--- src/rtl/ps2_pkg.sv ---
// PS/2 host transmit shared definitions: FSM states, command bytes, parity helper.
// Latency: n/a (declarations only).
// Backpressure: n/a.
package ps2_pkg;

   typedef enum logic [2:0] {
      IDLE,
      INHIBIT,
      START,
      SHIFT,
      STOP,
      ACK,
      RELEASE_WAIT
   } ps2_state_t;

   // Common host-to-device command bytes
   localparam logic [7:0] CMD_SET_LED = 8'hED;
   localparam logic [7:0] CMD_ECHO    = 8'hEE;
   localparam logic [7:0] CMD_RESEND  = 8'hFE;
   localparam logic [7:0] CMD_RESET   = 8'hFF;

   // Number of consecutive identical synchronized samples before the filtered level moves
   localparam int FILTER_LEN = 4;

   // PS/2 frames carry odd parity: the parity bit makes the count of ones odd
   function automatic logic odd_parity(input logic [7:0] d);
      return ~(^d);
   endfunction

endpackage

--- src/rtl/ps2_line_sync.sv ---
// PS/2 line conditioner: 2-FF synchronizer, FILTER_LEN-sample stable filter, falling-edge pulse.
// Latency: raw line change to filt/fall is 2 sync + FILTER_LEN samples + 1 register = 7 cycles.
// Backpressure: none; free-running on every clock, fall is a single-cycle pulse.
module ps2_line_sync
   import ps2_pkg::*;
(
   input  logic clk,
   input  logic rst,
   input  logic raw,
   output logic filt,
   output logic fall
);

   logic                  sync_1;
   logic                  sync_2;
   logic [FILTER_LEN-1:0] hist;
   logic                  filt_next;

   // Filtered level only moves once the whole sample history agrees
   always_comb begin
      filt_next = filt;
      if (hist == '0) begin
         filt_next = 1'b0;
      end else if (hist == '1) begin
         filt_next = 1'b1;
      end
   end

   // Synchronizer, sample history, filtered level and falling-edge pulse; idle lines read high
   always_ff @(posedge clk or negedge rst) begin
      if (!rst) begin
         sync_1 <= 1'b1;
         sync_2 <= 1'b1;
         hist   <= '1;
         filt   <= 1'b1;
         fall   <= 1'b0;
      end else begin
         sync_1 <= raw;
         sync_2 <= sync_1;
         hist   <= {hist[FILTER_LEN-2:0], sync_2};
         filt   <= filt_next;
         fall   <= filt & ~filt_next;
      end
   end

endmodule

--- src/rtl/ps2_host_tx.sv ---
// PS/2 host-to-device byte transmitter (inhibit, start, 8 data, odd parity, stop, device ACK).
// Latency: INHIBIT_CYCLES + 11 device clocks + line-release wait; done/err 8 cycles after the deciding raw edge.
// Backpressure: tx_start accepted only in IDLE with no done/err pulse; busy covers the whole frame.
// Optional build macro PS2_TX_RETRY_EN: one automatic resend after the first NACK or timeout.
module ps2_host_tx
   import ps2_pkg::*;
#(
   parameter int INHIBIT_CYCLES = 12000,  // must be >= 2
   parameter int TIMEOUT_CYCLES = 2000000
)(
   input  logic       clk,
   input  logic       rst,
   input  logic       tx_start,
   input  logic [7:0] tx_data,
   input  logic       ps2_clk_in,
   input  logic       ps2_data_in,
   output logic       ps2_clk_oe,
   output logic       ps2_data_oe,
   output logic       busy,
   output logic       done,
   output logic       err
);

   localparam int INH_W = $clog2(INHIBIT_CYCLES + 1);
   localparam int WD_W  = $clog2(TIMEOUT_CYCLES + 1);
   localparam logic [INH_W-1:0] INH_LAST = INH_W'(INHIBIT_CYCLES - 1);
   localparam logic [INH_W-1:0] INH_DATA = INH_W'(INHIBIT_CYCLES - 2);
   localparam logic [WD_W-1:0]  WD_LAST  = WD_W'(TIMEOUT_CYCLES - 1);

   ps2_state_t       state;
   logic [INH_W-1:0] inh_cnt;
   logic [WD_W-1:0]  wd_cnt;
   logic [7:0]       shift_byte;
   logic             parity;
   logic [2:0]       bit_idx;
   logic             clk_filt;
   logic             clk_fall;
   logic             data_filt;
   logic             data_fall;
   logic             timeout;
   logic             nack;
   logic             fail;
`ifdef PS2_TX_RETRY_EN
   logic             retried;
`endif

   ps2_line_sync u_clk_sync (
      .clk  (clk),
      .rst  (rst),
      .raw  (ps2_clk_in),
      .filt (clk_filt),
      .fall (clk_fall)
   );

   ps2_line_sync u_data_sync (
      .clk  (clk),
      .rst  (rst),
      .raw  (ps2_data_in),
      .filt (data_filt),
      .fall (data_fall)
   );

   // A frame fails when the device goes quiet too long or leaves data high on the ACK clock
   always_comb begin
      timeout = (state inside {START, SHIFT, STOP, ACK, RELEASE_WAIT}) && (wd_cnt == WD_LAST);
      nack    = (state == ACK) && clk_fall && data_filt;
      fail    = timeout || nack;
   end

   // Frame sequencer; all line drives and status flags are registered here
   always_ff @(posedge clk or negedge rst) begin
      if (!rst) begin
         state       <= IDLE;
         ps2_clk_oe  <= 1'b0;
         ps2_data_oe <= 1'b0;
         busy        <= 1'b0;
         done        <= 1'b0;
         err         <= 1'b0;
         inh_cnt     <= '0;
         wd_cnt      <= '0;
         shift_byte  <= '0;
         parity      <= 1'b0;
         bit_idx     <= '0;
`ifdef PS2_TX_RETRY_EN
         retried     <= 1'b0;
`endif
      end else begin
         done <= 1'b0;
         err  <= 1'b0;
         if (fail) begin
`ifdef PS2_TX_RETRY_EN
            if (!retried) begin
               // Resend the latched byte once, starting again with a fresh inhibit
               retried     <= 1'b1;
               state       <= INHIBIT;
               ps2_clk_oe  <= 1'b1;
               ps2_data_oe <= 1'b0;
               inh_cnt     <= '0;
               wd_cnt      <= '0;
            end else begin
               state       <= IDLE;
               ps2_clk_oe  <= 1'b0;
               ps2_data_oe <= 1'b0;
               busy        <= 1'b0;
               err         <= 1'b1;
               wd_cnt      <= '0;
            end
`else
            state       <= IDLE;
            ps2_clk_oe  <= 1'b0;
            ps2_data_oe <= 1'b0;
            busy        <= 1'b0;
            err         <= 1'b1;
            wd_cnt      <= '0;
`endif
         end else begin
            case (state)
               IDLE: begin
                  // A request landing on the done/err cycle belongs to the old frame and is dropped
                  if (tx_start && !done && !err) begin
                     shift_byte  <= tx_data;
                     parity      <= odd_parity(tx_data);
                     state       <= INHIBIT;
                     ps2_clk_oe  <= 1'b1;
                     ps2_data_oe <= 1'b0;
                     busy        <= 1'b1;
                     inh_cnt     <= '0;
`ifdef PS2_TX_RETRY_EN
                     retried     <= 1'b0;
`endif
                  end
               end
               INHIBIT: begin
                  inh_cnt <= inh_cnt + 1'b1;
                  // Start bit goes on the line in the final inhibit cycle
                  if (inh_cnt == INH_DATA) begin
                     ps2_data_oe <= 1'b1;
                  end
                  if (inh_cnt == INH_LAST) begin
                     state      <= START;
                     ps2_clk_oe <= 1'b0;
                     wd_cnt     <= '0;
                  end
               end
               START: begin
                  if (clk_fall) begin
                     ps2_data_oe <= ~shift_byte[0];
                     bit_idx     <= 3'd1;
                     state       <= SHIFT;
                     wd_cnt      <= '0;
                  end else begin
                     wd_cnt <= wd_cnt + 1'b1;
                  end
               end
               SHIFT: begin
                  if (clk_fall) begin
                     wd_cnt <= '0;
                     // bit_idx wraps to 0 after bit 7 has been driven: next slot is parity
                     if (bit_idx == 3'd0) begin
                        ps2_data_oe <= ~parity;
                        state       <= STOP;
                     end else begin
                        ps2_data_oe <= ~shift_byte[bit_idx];
                        bit_idx     <= bit_idx + 1'b1;
                     end
                  end else begin
                     wd_cnt <= wd_cnt + 1'b1;
                  end
               end
               STOP: begin
                  if (clk_fall) begin
                     ps2_data_oe <= 1'b0;
                     state       <= ACK;
                     wd_cnt      <= '0;
                  end else begin
                     wd_cnt <= wd_cnt + 1'b1;
                  end
               end
               ACK: begin
                  // Data-high case is caught as a NACK above; here the device pulled data low
                  if (clk_fall) begin
                     state  <= RELEASE_WAIT;
                     wd_cnt <= '0;
                  end else if (data_fall) begin
                     // Device pulling data low for its ACK is also proof of life
                     wd_cnt <= '0;
                  end else begin
                     wd_cnt <= wd_cnt + 1'b1;
                  end
               end
               RELEASE_WAIT: begin
                  if (clk_filt && data_filt) begin
                     state  <= IDLE;
                     done   <= 1'b1;
                     busy   <= 1'b0;
                     wd_cnt <= '0;
                  end else begin
                     wd_cnt <= wd_cnt + 1'b1;
                  end
               end
               default: begin
                  state       <= IDLE;
                  ps2_clk_oe  <= 1'b0;
                  ps2_data_oe <= 1'b0;
                  busy        <= 1'b0;
               end
            endcase
         end
      end
   end

endmodule

--- config.mk ---
export PLATFORM = sky130hd
export DESIGN_NAME = ps2_host_tx
export DESIGN_NICKNAME = d
export VERILOG_FILES = /design/src/rtl/ps2_pkg.sv /design/src/rtl/ps2_line_sync.sv /design/src/rtl/ps2_host_tx.sv
export SDC_FILE = /design/constraint.sdc
export NUM_CORES = 1
export LEC_CHECK = 0
export BUFFER_PORTS_ARGS = -buffer_cell sky130_fd_sc_hd__buf_2
export CAP_MARGIN = 25
export CORE_MARGIN = 5
export CORE_UTILIZATION = 55
export CTS_CLUSTER_SIZE = 24
export DETAILED_ROUTE_END_ITERATION = 8
export PLACE_DENSITY = 0.76
export SYNTH_ARGS = -nofsm -noshare
export SYNTH_HDL_FRONTEND = slang
export SYNTH_SLANG_ARGS = --single-unit
--- constraint.sdc ---
create_clock -name clk -period 2.03 [get_ports clk]
set_input_delay 0.406 -clock clk [delete_from_list [all_inputs] [get_ports clk]]
set_output_delay 0.406 -clock clk [all_outputs]
set_load 0.01 [all_outputs]
# Word level (Yosys, flattened, before mapping)
# Cells that the tools add are included.
[classes]
add_sub_neg = 3
order_cmp = 1
eq_ne = 27
n_mux = 48
bitwise_logic = 9
reduce_logical = 30
[ops]
columns = ["op", "n"]
rows = [
  ["$mux W21", 6],
  ["$pmux W21 S4", 1],
  ["$mux W3", 12],
  ["$eq A14 B14 Y1 const B", 2],
  ["$pmux W14 S2", 1],
  ["$add A21 B1 Y21 const B", 1],
  ["$eq A21 B21 Y1 const B", 1],
  ["$mux W1", 21],
  ["$pmux W3 S7", 1],
  ["$ne A3 B2 Y1 const B", 6],
  ["$add A14 B1 Y14 const B", 1],
  ["$mux W14", 1],
  ["$reduce_and A3 Y1", 4],
  ["$ne A2 B1 Y1 const B", 5],
  ["$reduce_bool A5 Y1", 2],
  ["$reduce_or A5 Y1", 2],
  ["$eq A3 B3 Y1 const B", 3],
  ["$ne A3 B3 Y1 const B", 3],
  ["$eq A4 B4 Y1 const B", 2],
  ["$logic_not A4 Y1", 2],
  ["$reduce_and A8 Y1", 1],
  ["$reduce_xor A8 Y1", 1],
  ["$not A1 Y1", 7],
  ["$eq A3 B2 Y1 const B", 2],
  ["other kinds (19)", 30],
]
[word_totals]
register_bits = 71
input_bits = 13
output_inout_bits = 5

# Logic depth before layout (Yosys ltp)
[logic_depth]
ltp_word = 7
depth_mapped = 8

# Modules after synthesis
# From an unflattened synthesis, not the netlist that was laid out.
[hier_totals]
cells_unflattened = 409
area_unflattened_um2 = 3792.4
[modules_own_cells]
columns = ["module", "instances", "cells_per_inst", "area_per_inst_um2"]
rows = [
  ["ps2_host_tx", 1, 383, 3296.9],
  ["ps2_line_sync", 2, 13, 247.7],
]

# Least setup slack after synthesis
# OpenSTA, ideal clock, no wires.
[synth_path]
path_type = "register to register"
startpoint = "register wd_cnt[0]"
endpoint = "register wd_cnt[12]"
setup_ps = 82
arrival_ps = 1978
required_time_ps = 1948
path_slack_ps = -30
path_stages_with_launch = 9
n_path_buf = 1
cell_sequence = "dfrtp_1 -> ha_1 -> and4_1 -> nand4_2 -> nor3_4 -> or3_4 -> buf_4 -> o31a_1 -> a31oi_1"
[synth_between]
elab_chain_len = 5
elab_cells_between_ends = 13
[synth_rtl]
columns = ["element", "line", "source"]
rows = [
  ["from (decl)", "ps2_host_tx.sv:32", "logic [WD_W-1:0] wd_cnt;"],
  ["from (signal assigned)", "ps2_host_tx.sv:152", "wd_cnt <= wd_cnt + 1'b1;"],
  ["from (signal assigned)", "ps2_host_tx.sv:167", "wd_cnt <= wd_cnt + 1'b1;"],
  ["from (signal assigned)", "ps2_host_tx.sv:176", "wd_cnt <= wd_cnt + 1'b1;"],
  ["$add A21 B1 Y21 / $eq A21 B21 Y1 (equally long branches)", "n/a", ""],
  ["$mux W21 / $logic_and A1 B1 Y1 (equally long branches)", "ps2_host_tx.sv:184, ps2_host_tx.sv:65", ""],
  ["$mux W21 / $logic_or A1 B1 Y1 (equally long branches)", "ps2_host_tx.sv:181, ps2_host_tx.sv:67", ""],
  ["$pmux W21 S4, or another cell as far along", "ps2_host_tx.sv:117", "case (state)"],
  ["$mux W21 / $reduce_and A2 Y1 (equally long branches)", "n/a", ""],
]
# Several ways; a longest one is shown, not always the timed one.
# A chain may end at the register's enable or synchronous reset.

# Final worst setup path
[layout_path]
startpoint = "register wd_cnt[1]"
endpoint = "register wd_cnt[3]"
# The elaborated chain is that of the path after synthesis.

==> impl_metrics.prom <==
# TYPE chip_impl_metric gauge
chip_impl_info{name="netlist_top_cells_count",value="60 x sky130_fd_sc_hd__nand2_1, 57 x sky130_fd_sc_hd__dfrtp_1, 25 x sky130_fd_sc_hd__o21ai_0"} 1
chip_impl_info{name="yosys.cell_count.top_type",value="sky130_fd_sc_hd__nand2_1"} 1
chip_impl_metric{name="drive_above_1_share",unit=""} 0.302
chip_impl_metric{name="die-area",unit="um2"} 8310
chip_impl_metric{name="reg2reg_setup_slack",unit="ps"} 30
chip_impl_info{name="end_kind",value="flip-flop"} 1
chip_impl_metric{name="final.min_clock_period",unit="ps"} 2000
chip_impl_metric{name="critPathRequiredTime",unit="ps"} 2320
chip_impl_metric{name="comb_power_share",unit=""} 0.418
chip_impl_info{name="ys_dominant_reg_cell",value="sky130_fd_sc_hd__dfrtp_1"} 1
chip_impl_info{name="cts_tree",value="yes"} 1
chip_impl_metric{name="total_of_endpoints_with_negative_setup_slack_in_the_final_report",unit=""} 0
chip_impl_metric{name="max_clock_freq",unit="MHz"} 501
chip_impl_metric{name="die_height",unit="um"} 91.1
chip_impl_metric{name="drt-initial-drc-count",unit=""} 128
chip_impl_metric{name="timing.final.hold_violations",unit=""} 0
chip_impl_metric{name="fraction_of_the_yosys_area_taken_by_sequential_cells",unit=""} 0.496
chip_impl_metric{name="finalWirelength",unit="um"} 8410
chip_impl_metric{name="ant_nets",unit=""} 0
chip_impl_metric{name="post-dp-hpwl",unit="um"} 5840
chip_impl_metric{name="arrival",unit="ps"} 2280
chip_impl_info{name="outcome",value="complete, no violations"} 1
chip_impl_info{name="ys_top_cells_by_area",value="sky130_fd_sc_hd__dfrtp_1 39%, sky130_fd_sc_hd__dfstp_2 10%, sky130_fd_sc_hd__nand2_1 6.2%"} 1
chip_impl_metric{name="max_slew_margin",unit=""} 0.731
chip_impl_info{name="hold_path.class",value="primary input to async pin"} 1
chip_impl_metric{name="worstPathBufferInverterCount",unit=""} 1
chip_impl_metric{name="clock_path_buffers",unit=""} 2
chip_impl_metric{name="cts_max_level",unit=""} 3
chip_impl_metric{name="dpl.cell_count",unit=""} 518
chip_impl_metric{name="io-pin-count",unit=""} 18
chip_impl_metric{name="worst_setup_hold_path_clk_slew",unit="ps"} 80
chip_impl_metric{name="dr.pass1.iters",unit=""} 5
chip_impl_metric{name="clkPwrFrac",unit=""} 0.226
chip_impl_metric{name="routability_congestion",unit=""} 0.897
chip_impl_metric{name="grt_first_pass_wirelength",unit="um"} 14700
chip_impl_info{name="crit-reg2reg-capture",value="wd_cnt[3]"} 1
chip_impl_metric{name="peakVddDrop",unit="mV"} 0.864
chip_impl_metric{name="synth_edf_count",unit=""} 0
chip_impl_metric{name="synth-warning-count",unit=""} 0
chip_impl_info{name="yosysTopAreaCell",value="sky130_fd_sc_hd__dfrtp_1"} 1
chip_impl_metric{name="numPortBuffers",unit=""} 17
chip_impl_metric{name="met1Wirelength",unit="um"} 3440
chip_impl_info{name="highest-signal-layer",value="met4"} 1
chip_impl_metric{name="routed-wl-met3",unit="um"} 483
chip_impl_metric{name="wl_met2",unit="um"} 4310
chip_impl_metric{name="cts-hold-fix-buffers",unit=""} 0
chip_impl_metric{name="antennaDiodeCount",unit=""} 0
chip_impl_metric{name="core-area",unit="um2"} 6390
chip_impl_metric{name="post-route-period-util",unit=""} 0.983
chip_impl_metric{name="netlist_instances",unit=""} 379
chip_impl_metric{name="final_cells",unit=""} 541
chip_impl_metric{name="insertion_delay",unit="ps"} 350
chip_impl_metric{name="crit_path_max_fanout",unit=""} 8
chip_impl_metric{name="switching_share",unit=""} 0.370
chip_impl_metric{name="grt_pass1_vias",unit=""} 3288
chip_impl_info{name="worstReg2RegStart",value="wd_cnt[1]"} 1
chip_impl_metric{name="internal-power",unit="uW"} 3220
chip_impl_info{name="worst-setup-path-type",value="flip-flop to flip-flop"} 1
chip_impl_metric{name="dpl_cell_area",unit="um2"} 4220
chip_impl_metric{name="max_cap_viol_count",unit=""} 0
chip_impl_metric{name="synthesized_nets",unit=""} 397
chip_impl_metric{name="grt_antenna_before_repair",unit=""} 0
chip_impl_metric{name="post-route-drc-count",unit=""} 0
chip_impl_metric{name="skew",unit="ps"} 4.90
chip_impl_metric{name="ys_seq_elements",unit=""} 71
chip_impl_metric{name="ff2ff_path_depth",unit=""} 8
chip_impl_metric{name="dr_vias_cell",unit=""} 5.89
chip_impl_metric{name="async_reset_ff_frac",unit=""} 1.00
chip_impl_metric{name="grt_max_degree",unit=""} 72
chip_impl_info{name="cpLargestDelayFamily",value="simple AND/OR/NAND/NOR gates"} 1
chip_impl_metric{name="p_seq_frac",unit=""} 0.357
chip_impl_metric{name="synth_top_area_share",unit=""} 0.394
chip_impl_metric{name="worst-slew-pin-transition",unit="ps"} 401
chip_impl_info{name="worstPathCellList",value="ha_2 -> and4_1 -> nand4_2 -> nor3_4 -> buf_6 -> or3_4 -> or3_1 -> nand3_1"} 1
chip_impl_info{name="timing.critical_path.slowest_stage_cell",value="sky130_fd_sc_hd__or3_4"} 1
chip_impl_metric{name="crit_path_max_incr_delay",unit="ps"} 420
chip_impl_metric{name="finish.net_count",unit=""} 477
chip_impl_metric{name="syn_avg_cell_area",unit="um2"} 9.55
chip_impl_metric{name="die_x",unit="um"} 91.1
chip_impl_metric{name="combined_area_of_all_synthesized_cells",unit="um2"} 3620
chip_impl_metric{name="cell_area_after_layout",unit="um2"} 4560
chip_impl_metric{name="numCtsBuffers",unit=""} 9
chip_impl_metric{name="final-max-slew-violation-count",unit=""} 0
chip_impl_metric{name="global_route.overflow_total",unit=""} 0
chip_impl_metric{name="global_route.usage.total",unit=""} 0.216
chip_impl_metric{name="routedWlPerCell",unit="um"} 15.6
chip_impl_info{name="grt_setup_unrepaired",value="true"} 1
chip_impl_info{name="critPathLaunchType",value="flip-flop"} 1
chip_impl_metric{name="yosys.cell_types.count",unit=""} 55
chip_impl_metric{name="tritoncts_num_sinks",unit=""} 71
chip_impl_metric{name="power.static_leakage",unit="uW"} 0.00203
chip_impl_metric{name="initial_core_util",unit=""} 0.567
chip_impl_metric{name="area_growth_from_synthesis_to_layout",unit="%"} 25.9
chip_impl_info{name="cts_root_buffer",value="sky130_fd_sc_hd__clkbuf_8"} 1
chip_impl_metric{name="placementRows",unit=""} 29
chip_impl_metric{name="num_vias",unit=""} 3184
chip_impl_metric{name="power.net_switching",unit="uW"} 1900
chip_impl_metric{name="power.density_cell_area",unit="nW/um2"} 1120
metal layers:
layer / vias to the layer above / track usage
met1: 1530 / 0.251
met3: 26 / 0.0620
li1: 1516 / -
met2: 112 / 0.370
met4: 0 / 0.0929
met5: - / 0
power groups by stage:
| stage | logic [uW] | clock network, uW | registers (uW) |
|---|---|---|---|
| 2_1_floorplan | 1170 | 0 | 1830 |
| 4_1_cts | 2010 | 1190 | 1820 |
| 6_report | 2140 | 1160 | 1830 |
| 3_3_place_gp | 1860 | 0 | 1830 |
| 5_1_grt | 2350 | 1260 | 1860 |
| 3_5_place_dp | 1950 | 0 | 1850 |
through the flow:
stage | hold slack, ps | utilization | power (uW) | TNS [ps] | setup WS (ps)
2_1_floorplan | 110 | - | 3000 | 0 | 1.29
3_3_place_gp | 346 | 0.659 | 3700 | -4010 | -380
3_5_place_dp | 348 | 0.660 | 3800 | -795 | -109
4_1_cts | 71.4 | 0.699 | 5020 | 0 | 4.47
5_1_grt | 72.0 | 0.714 | 5480 | -303 | -49.4
6_report | 60.5 | 0.714 | 5120 | 0 | 35.0
kinds of logic after synthesis:
| logic type | count (synthesis) | synth area share |
|---|---|---|
| buf+inv | 27 | 0.0318 |
| mux | 6 | 0.0235 |
| simple gates | 172 | 0.250 |
| fa+ha+maj | 5 | 0.0173 |
| compound gates | 80 | 0.138 |
| flops | 71 | 0.496 |
| xor+xnor | 18 | 0.0435 |
area by class of cell:
cell class	instances	area, um2
clock buffer	11	174
clock inverter	5	33.8
fill	466	1830
inverter	14	52.6
multi-input combinational	282	1810
sequential	71	1800
tap	77	96.3
timing repair buffer	81	602
repair_timing:
item                       in CTS  in global routing
setup endpoints to repair      14                 28
gates resized for setup         4                 18
cloned                          1                  0
buffers inserted                1                  5
pin swaps                       4                 10
hold endpoints to repair        0                  0
worst max-delay path by stage:
stage	startpoint	to	cells after the start	slack, ps
finish	wd_cnt[1]	wd_cnt[3]	8	30
global route	wd_cnt[13]	state[1]	7	-50
CTS	wd_cnt[0]	wd_cnt[12]	8	4
detailed placement	wd_cnt[0]	wd_cnt[5]	8	-110
global placement	wd_cnt[0]	wd_cnt[9]	7	-380
floorplan	wd_cnt[0]	wd_cnt[12]	8	1
state kept, by name, indices dropped and copies added, names as in the netlist, 3 cells and up:
register / count
bit_idx: 3
inh_cnt: 14
shift_byte: 8
state: 3
u_clk_sync.hist: 4
u_data_sync.hist: 4
wd_cnt: 21
worst register-to-register path: stages, from the launching register on:
cell	delay, ps
sky130_fd_sc_hd__dfrtp_1	390
sky130_fd_sc_hd__ha_2	190
sky130_fd_sc_hd__and4_1	170
sky130_fd_sc_hd__nand4_2	100
sky130_fd_sc_hd__nor3_4	50
sky130_fd_sc_hd__buf_6	140
sky130_fd_sc_hd__or3_4	420
sky130_fd_sc_hd__or3_1	370
sky130_fd_sc_hd__nand3_1	90
layout by cell type (no fill, tap or decap), types with 3 or more instances in the layout:
cell                       netlist  routed
sky130_fd_sc_hd__xnor2_1        10      10
sky130_fd_sc_hd__buf_4           1      59
sky130_fd_sc_hd__nor3b_1         4       4
sky130_fd_sc_hd__inv_1          14      13
sky130_fd_sc_hd__dfstp_2        14      14
sky130_fd_sc_hd__mux2i_1         4       4
sky130_fd_sc_hd__nand2_1        60      60
sky130_fd_sc_hd__and3_1          3       3
sky130_fd_sc_hd__a31oi_1         8       7
sky130_fd_sc_hd__ha_1            5       4
sky130_fd_sc_hd__and2_1          3       3
sky130_fd_sc_hd__xor2_1          8       8
sky130_fd_sc_hd__o21ai_0        25      21
sky130_fd_sc_hd__o21ai_1         5       8
sky130_fd_sc_hd__or3_1          11      11
sky130_fd_sc_hd__a22o_1          4       4
sky130_fd_sc_hd__nor4_2          1       3
sky130_fd_sc_hd__buf_6           1       3
sky130_fd_sc_hd__clkbuf_8        0       9
sky130_fd_sc_hd__buf_2           2      17
sky130_fd_sc_hd__o22ai_1         4       4
sky130_fd_sc_hd__nand2b_1        5       5
sky130_fd_sc_hd__dfrtp_1        57      56
sky130_fd_sc_hd__a21oi_1        18      18
sky130_fd_sc_hd__nor2_1         24      22
sky130_fd_sc_hd__nor3_1         12      11
sky130_fd_sc_hd__nand3_1        19      18
sky130_fd_sc_hd__nand4_1        11      11
No activity file was read; power rests on OpenSTA's default activity.
